<file path="src/rtl/filtro_pkg.sv">
// Shared constants and FSM state type for the filter MAC path.
package filtro_pkg;

    localparam int unsigned N = 25;
    localparam int unsigned F = 16;

    localparam logic [N-1:0] SAT_POS = {1'b0, {(N-1){1'b1}}};
    localparam logic [N-1:0] SAT_NEG = {1'b1, {(N-2){1'b0}}, 1'b1};
    localparam logic [N-1:0] MIN_VAL = {1'b1, {(N-1){1'b0}}};

    typedef enum logic [1:0] {
        IDLE,
        ACC,
        DONE
    } state_t;

endpackage

</file>
<file path="src/rtl/mult_sat.sv">
// Combinational fixed-point multiply with symmetric saturation to N bits.
module mult_sat
    import filtro_pkg::*;
(
    input  logic [N-1:0] coef,
    input  logic [N-1:0] x,
    output logic [N-1:0] prod,
    output logic         sat
);

    localparam int unsigned PW = 2 * N;
    localparam logic signed [PW-1:0] LIM = PW'(SAT_POS);

    logic signed [PW-1:0] full;
    logic signed [PW-1:0] shifted;

    // Arithmetic shift truncates toward -inf; clamp keeps -2^(N-1) out of range.
    always_comb begin
        full    = $signed({{N{coef[N-1]}}, coef}) * $signed({{N{x[N-1]}}, x});
        shifted = full >>> F;
        prod    = shifted[N-1:0];
        sat     = 1'b0;
        if (shifted > LIM) begin
            prod = SAT_POS;
            sat  = 1'b1;
        end else if (shifted < -LIM) begin
            prod = SAT_NEG;
            sat  = 1'b1;
        end
    end

endmodule

</file>
<file path="src/rtl/mac_secuencial.sv">
// Sequential saturating multiply-accumulate over TAPS coefficient/sample pairs.
// Optional sticky overflow flag port ovf is built when MAC_OVF_FLAG_EN is defined.
module mac_secuencial
    import filtro_pkg::*;
#(
    parameter int unsigned TAPS = 5,
    parameter int unsigned AW   = 3
) (
    input  logic          clk,
    input  logic          reset,
    input  logic          start,
    input  logic [N-1:0]  coef,
    input  logic [N-1:0]  x,
    output logic [AW-1:0] idx,
    output logic          busy,
    output logic          done,
    output logic [N-1:0]  y
`ifdef MAC_OVF_FLAG_EN
    ,
    output logic          ovf
`endif
);

    state_t         state;
    logic [N-1:0]   acc;
    logic [N-1:0]   prod;
    logic           mul_sat;
    logic [N-1:0]   sum;
    logic [N-1:0]   sum_sat;
    logic           add_sat;
    logic           last;

    mult_sat u_mult_sat (
        .coef (coef),
        .x    (x),
        .prod (prod),
        .sat  (mul_sat)
    );

    // Saturating add: same-sign operands with a sign flip (or landing on the
    // asymmetric minimum) clamp to the symmetric limits.
    always_comb begin
        sum     = acc + prod;
        sum_sat = sum;
        add_sat = 1'b0;
        if (!acc[N-1] && !prod[N-1] && sum[N-1]) begin
            sum_sat = SAT_POS;
            add_sat = 1'b1;
        end else if (acc[N-1] && prod[N-1] && (!sum[N-1] || sum == MIN_VAL)) begin
            sum_sat = SAT_NEG;
            add_sat = 1'b1;
        end
    end

    assign last = (idx == AW'(TAPS - 1));

`ifndef MAC_OVF_FLAG_EN
    logic unused_sat;
    assign unused_sat = mul_sat ^ add_sat;
`endif

    always_ff @(posedge clk or posedge reset) begin
        if (reset) begin
            state <= IDLE;
            acc   <= '0;
            idx   <= '0;
            y     <= '0;
            busy  <= 1'b0;
            done  <= 1'b0;
`ifdef MAC_OVF_FLAG_EN
            ovf   <= 1'b0;
`endif
        end else begin
            done <= 1'b0;
            case (state)
                IDLE, DONE: begin
                    if (start) begin
                        state <= ACC;
                        acc   <= '0;
                        idx   <= '0;
                        busy  <= 1'b1;
`ifdef MAC_OVF_FLAG_EN
                        ovf   <= 1'b0;
`endif
                    end else begin
                        state <= IDLE;
                    end
                end
                ACC: begin
                    acc <= sum_sat;
`ifdef MAC_OVF_FLAG_EN
                    ovf <= ovf | mul_sat | add_sat;
`endif
                    if (last) begin
                        y     <= sum_sat;
                        state <= DONE;
                        busy  <= 1'b0;
                        done  <= 1'b1;
                        idx   <= '0;
                    end else begin
                        idx <= idx + AW'(1);
                    end
                end
                default: state <= IDLE;
            endcase
        end
    end

endmodule
</file>
<file path="config.mk">
export PLATFORM = sky130hd
export DESIGN_NAME = mac_secuencial
export DESIGN_NICKNAME = d
export VERILOG_FILES = /design/src/rtl/filtro_pkg.sv /design/src/rtl/mult_sat.sv /design/src/rtl/mac_secuencial.sv
export SDC_FILE = /design/constraint.sdc
export NUM_CORES = 2
export LEC_CHECK = 0
export ABC_AREA = 1
export CORE_ASPECT_RATIO = 1.2
export CORE_MARGIN = 5
export CORE_UTILIZATION = 65
export CTS_BUF_LIST = sky130_fd_sc_hd__clkbuf_4
export DETAILED_ROUTE_END_ITERATION = 16
export GPL_ROUTABILITY_DRIVEN = 0
export PLACE_DENSITY = 0.92
export SYNTH_ARGS = -nofsm -noshare
export SYNTH_HDL_FRONTEND = slang
export SYNTH_SLANG_ARGS = --single-unit
</file>
<file path="constraint.sdc">
create_clock -name clk -period 5.38 [get_ports clk]
set_input_delay 1.076 -clock clk [delete_from_list [all_inputs] [get_ports clk]]
set_output_delay 1.076 -clock clk [all_outputs]
set_load 0.1 [all_outputs]
</file>
==> results of run 1 <==
per-layer routing:
layer	track usage, %	overflow
met5	52.18	2
met4	85.77	110
met3	77.49	15
met2	94.52	106
met1	78.34	19
through the flow:
| stage | cells | hold WS, ns |
|---|---|---|
| floorplan | 3833 | 0.4553 |
| global placement | 4707 | 0.4581 |
| detailed placement | 4707 | 0.4653 |
| CTS | 4806 | 0.4900 |
synthesized netlist by cell type (2+ instances only):
master    count  share of area [%]
nor2_1      131                1.7
dfrtp_1      57                5.0
o21ai_1       2              0.035
or2_2         6               0.13
xnor2_1      23               0.71
a21oi_1      79                1.4
nand4_1      17               0.37
fa_1        658                 46
nand2_1    1209                 16
nand3b_1     12               0.32
and3_1        2              0.044
o21ai_0      42               0.74
a21oi_2       2              0.062
ha_1        167                7.3
inv_1      1139                 15
nand2_2       4              0.088
clkinv_1      2              0.026
buf_4         4               0.11
o21bai_1      6               0.16
nand3_1      59                1.0
buf_2         3              0.053
buf_6         2              0.079
a21o_1        4               0.11
xor2_1       18               0.55
clkbuf_1    153                2.0
nor3_1       11               0.19
nor4_1        4              0.088
kinds of logic after synthesis:
group | synth area share [%]
AO/OA/AOI/OAI | 2.723
XOR/XNOR | 1.261
adder cells (fa/ha/maj) | 53.58
buffers and inverters | 17.31
flip-flops | 5.007
AND/OR/NAND/NOR | 20.12
what timing repair did:
action,4_1_cts
pin swaps,76
setup endpoints to repair,50
resized for setup,273
setup buffers,57
cloned,26
==> qor.txt, run 1 <==
Status - did not finish
Halt point of the flow - global routing
Error msg - [ERROR GRT-0232] Routing congestion too high. Check the congestion heatmap in the GUI.
Clock Sink Count - 57
Worst EP Category - register input
Worst setup endpoint GRT - acc[21]$_DFFE_PP0P_/D
CTS Buf Count - 9
Die X - 201.1 um
GR Overflow Total - 252
Largest net degree at the start of global routing - 58
Main synth FF type - dfrtp_1
Yosys warns - 0
Post-DP HPWL - 75.67 mm
Num ports - 83
Ys async rst share - 100.0%
Row count - 84
Starting Density - 65.31%
Post-Syn Instances - 3,833
Sequential area share after synthesis - 5.007%
Max Root-Sink Buffers - 2
Root Driver - clkbuf_4
Post-Synthesis Cell Area - 28,490 um2
Syn Nets - 4,711
Synth Register Bits - 57
Placed inst area - 33,080 um2
EDFF count, synth - 0
Syn Area/Cell - 7.432 um2
Gr usage total - 83.09%
Die H - 239.3 um
Hold buffers post-CTS - 0
Pre-CTS setup slack - -5.363 ns
H-Tree Depth - 3
Port Buffers - 82
Distinct cells, synth - 44
==> run 2: changes to the inputs <==
- CORE_ASPECT_RATIO: 1.2 -> not set
- CORE_UTILIZATION: 65 -> 40
- CTS_BUF_LIST: sky130_fd_sc_hd__clkbuf_4 -> not set
- PLACE_DENSITY: 0.92 -> not set
- PLACE_DENSITY_LB_ADDON: not set -> 0.15
==> run 2 against run 1 <==
  * The flow now finishes, with violations (setup timing)
  * Area after synthesis did not move
  * Synthesized cell count did not move
==> qor.txt, run 2 <==
Vias - 24,640
DRT iter0 DRCs - 1,284
Crit path DAT - 9.72 ns
P&R area growth vs syn - 34.96%
Clk_skew - 0.005704 ns
Port Buffers - 82
CP endpoint kind - flop
Post-route cell area - 38,450 um2
Num ports - 83
Layout cells sized above 1 - 25.97%
HP Class - flop to flop
Max-cap violations - 0
Syn Area/Cell - 7.432 um2
Main synth FF type - dfrtp_1
Tmin final - 9.513 ns
Final Max Tran Viols - 0
Max Root-Sink Buffers - 2
Routed WL - 88.77 mm
Root Driver - clkbuf_16
Total negative slack - -204.66 ns
Gr usage total - 21.86%
Multi-input gate area - 24,440 um2
GR Overflow Total - 0
Most common cell after layout, fill and taps aside - inv_1
Most frequent cells in the layout - inv_1, nand2_1, fa_1, buf_4, nand2_2
Max Freq - 105.1 MHz
Clock Sink Count - 57
Fin. Hold Viols - 0
Routed WL per cell - 16.82 um
Post-synth top cells - nand2_1, inv_1, fa_1
Crit path top cell by count - nand2_2
Vias in the first global route - 25,690
First-pass GRT wire length - 136.1 mm
Sequential area share after synthesis - 5.007%
Initial antenna violation count - 0
Fillers - 6,684
Largest regs - acc x25, y x25, idx x3
Post-Synthesis Cell Area - 28,490 um2
Area contributors post-synth - fa_1, nand2_1, inv_1
Met2 Use GR - 39.28%
Setup violations, final - 50
Failing checks - setup timing
RSZ-0062 raised after global routing - yes
Met3 usage - 1.045%
Starting Density - 40.47%
Top Usage Layer GRT - met2
Distinct cells, synth - 44
Synth top area share - 46.24%
Yosys warns - 0
Most frequent cell after synthesis - nand2_1
Hold buffers post-CTS - 0
DRT antenna net count - 0
Slowest cell delay on critical path - 0.61 ns
Worst Setup Start Kind - primary input
Row count - 97
Worst EP required - 5.59 ns
Clk_lat worst skew - 0.32 ns
Crit-path leading delay family - adder cells
Largest net degree at the start of global routing - 58
CTS clock-pin slew for the worst setup and hold paths - 0.05 ns
Setup WS post-layout - -4.133 ns
Die X - 276.9 um
Worst Path Max Fanout - 12
H-Tree Depth - 3
Register area - 1426 um2
Relative slew slack - 31.62%
Remaining DRCs - 0
Core area - 70,390 um2
Met1 Use GR - 30.00%
Die area - 76,650 um2
Vias per inst - 4.667
Crit-path slowest cell - fa_2
Critical path type - primary input to flop
Syn Nets - 4,711
Synth Register Bits - 57
Synth area leader - fa_1
Final period util - 176.8%
Post-Syn Instances - 3,833
Nets@finish - 5,213
Worst Tran Pin Value - 1.022 ns
Die H - 276.9 um
1st-pass router iterations - 5
CTS Buf Count - 9
Post-layout util - 54.62%
Ant. Diodes - 0
CTS tree - done
Post-DP HPWL - 67.95 mm
Buffer and inverter count on the worst path - 13
Ys async rst share - 100.0%
Placed inst area - 34,110 um2
EDFF count, synth - 0
Status - complete, but fails checks
run 2: area by class of cell:
| cell class | instances | share of cell area [%] |
|---|---|---|
| flip-flops and latches | 57 | 3.710 |
| clock buffers | 12 | 0.6671 |
| repair buffers | 654 | 17.73 |
| well taps | 940 | 3.059 |
| multi-input cells | 2471 | 63.58 |
| clock inverters | 3 | 0.1041 |
| inverters | 1142 | 11.16 |
run 2: path summary, 6_finish.rpt:
check | slack (ns) | depth (start not counted) | to | from
min | 0.47 | 2 | busy | busy
min reg2reg | 0.47 | 2 | busy | busy
max in group asynchronous | 3.60 | 3 | acc[6] | reset
max reg2reg | 2.45 | 23 | y[9] | acc[0]
min in group asynchronous | 1.28 | 3 | idx[0] | reset
max | -4.13 | 50 | y[9] | coef[16]
run 2: repair_timing:
action,4_1_cts,5_1_grt
buffers inserted,39,53
hold endpoints to repair,0,0
resized for setup,209,627
endpoints found under the setup margin,50,50
gates cloned,14,25
pin swaps,71,244
run 2: logic make-up after synthesis:
group	after synthesis	share of synthesized area, %
and+or+nand+nor	1461	20.12
buffers and inverters	1305	17.31
adders and majority gates	825	53.58
AOI/OAI and AO/OA	144	2.723
DFF	57	5.007
xor gates and xnor gates	41	1.261
run 2: per-stage QoR:
| step | setup WS (ns) | cells | hold WS [ns] |
|---|---|---|---|
| finish | -4.133 | 5279 | 0.4680 |
| CTS | -4.398 | 5202 | 0.4719 |
| global route | -4.600 | 5279 | 0.5017 |
| floorplan | -3.965 | 3833 | 0.4553 |
| detailed placement | -5.221 | 5134 | 0.4592 |
| global placement | -5.324 | 5134 | 0.4620 |
run 2: routing by layer:
metal / wire length, um / share of wire (%) / vias up
li1: - / - / 11710
met1: 37850 / 43 / 12260
met2: 44150 / 50 / 558
met3: 4178 / 4.7 / 106
met4: 2589 / 2.9 / 0
met5: 0 / 0 / -
run 2: worst reg2reg max path, stage by stage (launching register included):
cell and delay, ns:
dfrtp_1 0.43, ha_4 0.17, inv_2 0.04, fa_2 0.37, nand3b_1 0.17, nand2_2 0.14, a21oi_4 0.08, inv_2 0.07
nand2_1 0.06, nand2_2 0.10, nand2_2 0.06, nand2_1 0.06, nand2_1 0.06, nand2_2 0.07, nand2_1 0.05, nor2_1 0.12
nand2_1 0.08, o21ai_2 0.12, nand2_2 0.13, clkbuf_16 0.21, nand2_1 0.06, nand2_1 0.06, nand2_1 0.07, nand2_1 0.05
Power of run 2 is not shown: default switching activity piles up to over one toggle a cycle in this logic, so the estimate is an artifact.
